`src/rtl/mips_multicycle_control.sv`:
```
// Multicycle MIPS-subset control FSM: fetch/decode/execute/memory/writeback sequencing,
// R-type and I-type decode to ALU selects, store write-hold counter and completion count.
module mips_multicycle_control #(
  parameter int MEM_WAIT = 1
) (
  input  logic        clk,
  input  logic        reset,
  input  logic        start,
  input  logic        halt,
  input  logic [31:0] instr,
  output logic        pc_write,
  output logic        ir_write,
  output logic        reg_write,
  output logic        mem_write,
  output logic [3:0]  alu_op,
  output logic        alu_src_imm,
  output logic        reg_dst_rd,
  output logic        imm_zero_ext,
  output logic [1:0]  mem_size,
  output logic        busy,
  output logic        instr_done,
  output logic        illegal,
  output logic [15:0] instr_count
);

  typedef enum logic [2:0] {
    st_idle   = 3'd0,
    st_fetch  = 3'd1,
    st_decode = 3'd2,
    st_exec   = 3'd3,
    st_mem    = 3'd4,
    st_wb     = 3'd5,
    st_err    = 3'd6
  } state_t;

  typedef struct packed {
    logic       legal;
    logic       store;
    logic       imm;
    logic       zext;
    logic [3:0] alu_op;
    logic [1:0] size;
  } dec_t;

  function automatic dec_t decode(input logic [5:0] op, input logic [5:0] fn);
    dec_t d;
    d = '0;
    d.legal = 1'b1;
    case (op)
      6'b000000: begin
        case (fn)
          6'b000000: d.alu_op = 4'b0101;
          6'b000010: d.alu_op = 4'b0110;
          6'b000011: d.alu_op = 4'b0111;
          6'b000100: d.alu_op = 4'b0011;
          6'b000101: d.alu_op = 4'b0100;
          6'b100000: d.alu_op = 4'b0000;
          6'b100001: d.alu_op = 4'b0001;
          6'b100010: d.alu_op = 4'b0010;
          6'b101011: d.alu_op = 4'b1000;
          default:   d.legal  = 1'b0;
        endcase
      end
      6'b001000: begin d.imm = 1'b1; d.alu_op = 4'b0000; end
      6'b001100: begin d.imm = 1'b1; d.zext = 1'b1; d.alu_op = 4'b0011; end
      6'b001101: begin d.imm = 1'b1; d.zext = 1'b1; d.alu_op = 4'b0100; end
      6'b101000: begin d.imm = 1'b1; d.store = 1'b1; d.alu_op = 4'b0001; d.size = 2'b00; end
      6'b101001: begin d.imm = 1'b1; d.store = 1'b1; d.alu_op = 4'b0001; d.size = 2'b01; end
      6'b101011: begin d.imm = 1'b1; d.store = 1'b1; d.alu_op = 4'b0001; d.size = 2'b10; end
      default:   d.legal = 1'b0;
    endcase
    return d;
  endfunction

  state_t     state_r;
  state_t     nxt_state_s;
  logic [3:0] cnt_r;
  logic [3:0] nxt_cnt_s;
  logic [5:0] opcode_r;
  logic [5:0] funct_r;
  dec_t       dec_s;
  logic       done_s;
  logic       unused_s;

  // funct is kept for the datapath view only; rs/rt/rd/imm bits are the datapath's business
  assign unused_s = ^{instr[25:6], funct_r};

  // next-state, store-hold counter and completion detection
  always_comb begin
    nxt_state_s = state_r;
    nxt_cnt_s   = cnt_r;
    done_s      = 1'b0;
    dec_s       = decode(instr[31:26], instr[5:0]);
    case (state_r)
      st_idle: begin
        if (start) nxt_state_s = st_fetch;
        else       nxt_state_s = st_idle;
      end
      st_fetch:  nxt_state_s = st_decode;
      st_decode: begin
        if (dec_s.legal) nxt_state_s = st_exec;
        else             nxt_state_s = st_err;
      end
      st_exec: begin
        // legal stores are the only decoded opcodes with bit 5 set
        if (opcode_r[5]) begin
          nxt_state_s = st_mem;
          nxt_cnt_s   = 4'(MEM_WAIT);
        end else begin
          nxt_state_s = st_wb;
        end
      end
      st_mem: begin
        if (cnt_r <= 4'd1) begin
          done_s      = 1'b1;
          nxt_cnt_s   = 4'd0;
          nxt_state_s = halt ? st_idle : st_fetch;
        end else begin
          nxt_cnt_s   = cnt_r - 4'd1;
        end
      end
      st_wb: begin
        done_s      = 1'b1;
        nxt_state_s = halt ? st_idle : st_fetch;
      end
      st_err:  nxt_state_s = st_err;
      default: nxt_state_s = st_err;
    endcase
  end

  // state, latched fields and Moore outputs registered from the upcoming state
  always_ff @(posedge clk or posedge reset) begin
    if (reset) begin
      state_r      <= st_idle;
      cnt_r        <= 4'd0;
      opcode_r     <= 6'd0;
      funct_r      <= 6'd0;
      pc_write     <= 1'b0;
      ir_write     <= 1'b0;
      reg_write    <= 1'b0;
      mem_write    <= 1'b0;
      alu_op       <= 4'b0000;
      alu_src_imm  <= 1'b0;
      reg_dst_rd   <= 1'b0;
      imm_zero_ext <= 1'b0;
      mem_size     <= 2'b00;
      busy         <= 1'b0;
      instr_done   <= 1'b0;
      illegal      <= 1'b0;
      instr_count  <= 16'd0;
    end else begin
      state_r <= nxt_state_s;
      cnt_r   <= nxt_cnt_s;
      if (state_r == st_decode) begin
        opcode_r <= instr[31:26];
        funct_r  <= instr[5:0];
      end
      if (nxt_state_s == st_exec) begin
        alu_op <= dec_s.alu_op;
        if (dec_s.store) mem_size <= dec_s.size;
      end
      pc_write     <= (nxt_state_s == st_fetch);
      ir_write     <= (nxt_state_s == st_fetch);
      reg_write    <= (nxt_state_s == st_wb);
      mem_write    <= (nxt_state_s == st_mem);
      alu_src_imm  <= (nxt_state_s == st_exec) && dec_s.imm;
      imm_zero_ext <= (nxt_state_s == st_exec) && dec_s.zext;
      reg_dst_rd   <= (nxt_state_s == st_wb) && (opcode_r == 6'b000000);
      busy         <= (nxt_state_s != st_idle) && (nxt_state_s != st_err);
      illegal      <= (nxt_state_s == st_err);
      instr_done   <= (nxt_state_s == st_wb) ||
                      ((nxt_state_s == st_mem) && (nxt_cnt_s == 4'd1));
      if (done_s) instr_count <= instr_count + 16'd1;
    end
  end

endmodule

```
`config.mk`:
```
export PLATFORM = sky130hd
export DESIGN_NAME = mips_multicycle_control
export DESIGN_NICKNAME = d
export VERILOG_FILES = /design/src/rtl/mips_multicycle_control.sv
export SDC_FILE = /design/constraint.sdc
export NUM_CORES = 1
export LEC_CHECK = 0
export CORE_ASPECT_RATIO = 1.4
export CORE_MARGIN = 8
export CORE_UTILIZATION = 52
export CTS_BUF_LIST = sky130_fd_sc_hd__clkbuf_8
export DETAILED_ROUTE_END_ITERATION = 7
export GPL_TIMING_DRIVEN = 0
export PLACE_DENSITY = 0.88
export SYNTH_ARGS = -nofsm -noshare
export SYNTH_HDL_FRONTEND = slang
export SYNTH_SLANG_ARGS = --single-unit
```
`constraint.sdc`:
```
create_clock -name clk -period 5.94 [get_ports clk]
set_clock_uncertainty 0.1 [all_clocks]
set_input_delay 0.891 -clock clk [delete_from_list [all_inputs] [get_ports clk]]
set_output_delay 0.891 -clock clk [all_outputs]
set_load 0.01 [all_outputs]
```
==> results_dict.tcl <==
set metrics [dict create \
    status "finished clean" \
    synth-edff-count 0 \
    port_buffers 46 \
    cts_setup_buffers 0 \
    drive_gt1_share_pct 9.27 \
    crit_top_cell "or3_4" \
    die_w_um 71.1 \
    finalInstanceArea_sq_um 2860 \
    drt_first_pass_iters 4 \
    cts_resized 0 \
    grt_usage_pct 14.6 \
    hold_buffers 0 \
    crit_arrival_ps 3130 \
    cp_cell_sequence "clkdlybuf4s50_1 -> or3_4 -> or3_4 -> a31o_4 -> a21oi_4 -> mux2_4" \
    synth_top_cell_by_area "dfrtp_1" \
    max_stage_delay_ps 560 \
    wirelength_mm 4.50 \
    max-cap-violations 0 \
    rsz0062_at_grt "false" \
    grt_pass1_vias 1725 \
    drc 0 \
    globalplace.congestion 0.788 \
    syn-num-nets 245 \
    drt.antenna.violating_nets 0 \
    cp-start-kind "input pin" \
    insertion_delay_ps 300 \
    hold_path.startpoint "opcode_r[4]$_DFFE_PP0P_" \
    synth-main-ff-cell "dfrtp_1" \
    start_util_pct 53.1 \
    slew_headroom_pct 40.9 \
    postSynthCellCount 206 \
    viasPerCell 5.68 \
    holdWs_ps 345 \
    synth_area_per_cell_sq_um 10.7 \
    seq_area_frac_synth_pct 49.8 \
    wl_per_cell_um 14.8 \
    h-tree-depth 2 \
    critPathBufInv 1 \
    place_area_sq_um 2730 \
    ys_types 53 \
    worst_pin_slew_ps 886 \
    ys_ff_latch 44 \
    clockRootBuffer "clkbuf_8" \
    crit_path_end_kind "flop" \
    clock-sinks 44 \
    die_y_um 93.2 \
    path_class "in2reg" \
    cts_buffers 5 \
    setup-violations-final 0 \
    yosys_warnings 0 \
    hp-class "reg2reg" \
    fill_cells 320 \
    p_leak_uw 0.00126 \
    diodes 0 \
    finalCriticalPeriod_ps 3050 \
    cp-startpoint "instr[28]" \
    finalMaxSlewViolations 0 \
    boundaryPins 68 \
    synth_area_sq_um 2210 \
    synth-async-reset-ratio_pct 100 \
    cpLargestDelayFamily "simple AND/OR/NAND/NOR gates" \
    drt_iter0_drc 73 \
    power_density_nw_per_um2 378 \
    finalCritPeriodShare_pct 51.3 \
    antenna_found_initial 0 \
    rows 28 \
    vdd_ir_drop_max_mv 0.202 \
    hpwl_mm 3.45 \
    cp_max_fo 8 \
    clockBufferDepth 2 \
    dieArea_sq_um 6630 \
    grt-ovfl-total 0 \
    synthTopCellsByArea "dfrtp_1 (50%), xnor2_1 (4.4%), mux2_4 (2.7%), mux2_1 (2.5%), nand2_1 (2.4%)" \
    grt_max_degree 45 \
    hold_viol 0 \
    synth_common_cells "dfrtp_1 (44), nand2_1 (14), xnor2_1 (11)" \
    yosysTopAreaCellShare_pct 49.8 \
    synth_most_common_cell "dfrtp_1" \
    slowest_stage "clkdlybuf4s50_1" \
    rr_startpoint "cnt_r[0]$_DFF_PP0_" \
    num_vias 1726 \
    cts_tree "built" \
    core_area_sq_um 4170 \
    grt_first_pass_wirelength_mm 7.76 \
    cts.clk_slew.worst_paths_ps 80 \
    cp.required_ps 6020 \
    fin_setup_tns_ps 0 \
    final_net_count 298 \
    syn_to_final_growth_pct 29.2 \
    fmax_mhz 328 \
]
==> per-layer routing <==
| metal | share of wire, % | global-route usage (%) | vias to the layer above |
|---|---|---|---|
| met5 | 0 | 0 | - |
| met1 | 40 | 15.5 | 835 |
| met2 | 53 | 25.9 | 51 |
| met3 | 5.0 | 4.82 | 8 |
| li1 | - | - | 832 |
| met4 | 1.7 | 5.92 | 0 |
==> worst paths after layout <==
kind	slack (ps)	endpoint	cells after the start
worst max-delay path	2890	alu_op[3]$_DFFE_PP0N_	6
worst min-delay path	340	reg_dst_rd$_DFF_PP0_	1
worst max register to register	3720	busy$_DFF_PP0_	7
worst min register to register	340	reg_dst_rd$_DFF_PP0_	1
max in group asynchronous	4190	busy$_DFF_PP0_	2
min in group asynchronous	1000	instr_count[13]$_DFFE_PP0P_	2
==> through the flow <==
step	total power (uW)	utilization (%)	setup WS [ps]	instances
after floorplan	677	-	3280	206
after global placement	810	65.5	2610	297
after detailed placement	826	65.5	2590	297
after CTS	1090	68.5	2900	304
after global routing	1150	68.5	2830	304
final	1080	68.5	2890	304
==> where the power goes <==
| group | leakage, uW | switching, uW | total [uW] | internal [uW] |
|---|---|---|---|---|
| registers | 0.000576 | 58.9 | 436 | 377 |
| logic | 0.000620 | 197 | 383 | 186 |
| clock network | 0.0000642 | 97.2 | 263 | 165 |
| total | 0.00126 | 353 | 1080 | 728 |
==> layout by cell type, fill, tap and decap left out, drive strengths merged, types with 3 or more instances in the layout <==
cell type and n:
ha 3, dfrtp 44, nand2 14, nor3 6
nand2b 7, nand3 8, xnor2 11, xor2 6
nor3b 3, and2 3, nor2 10, o21ai 12
mux2 9, or3 3, nand4 3, inv 11
nor4 4, clkbuf 7, a21oi 6, nor2b 3
clkdlybuf4s50 46, and3 7
==> kinds of logic (layout without fill, tap and decap cells) <==
group / count (synthesis) / after routing / share of synthesized area [%]
buffers and inverters: 15 / 68 / 2.83
adders and majority gates: 3 / 3 / 1.70
DFF: 44 / 44 / 49.8
xor gates and xnor gates: 17 / 17 / 6.73
and+or+nand+nor: 80 / 80 / 21.2
AOI/OAI and AO/OA: 36 / 36 / 11.6
muxes: 11 / 11 / 6.17
==> registers in the layout, summed over array words and instances, names as in the netlist <==
| signal | count |
|---|---|
| alu_op | 4 |
| instr_count | 16 |
| mem_size | 2 |
| illegal | 1 |
| reg_dst_rd | 1 |
| ir_write | 1 |
| mem_write | 1 |
| reg_write | 1 |
| cnt_r | 4 |
| alu_src_imm | 1 |
| state_r | 3 |
| imm_zero_ext | 1 |
| opcode_r | 6 |
| busy | 1 |
| instr_done | 1 |
==> worst register-to-register path: stages, from the launching register on <==
cell	delay, ps
dfrtp_1	460
inv_1	80
ha_1	230
or2_1	240
a21oi_1	440
o22ai_1	180
o21ai_1	210
mux2i_1	220
==> layout make-up <==
type                       instances  area [sq um]  area share [%]
buffer                             4          21.3           0.744
clock buffer                       5          68.8            2.41
clock inverter                     2          60.1            2.10
inverter                          11          41.3            1.44
multi-input combinational        147          1050            36.7
sequential                        44          1100            38.5
tap                               45          56.3            1.97
timing repair buffer              46           460            16.1
(Power assumes the default switching activity.)
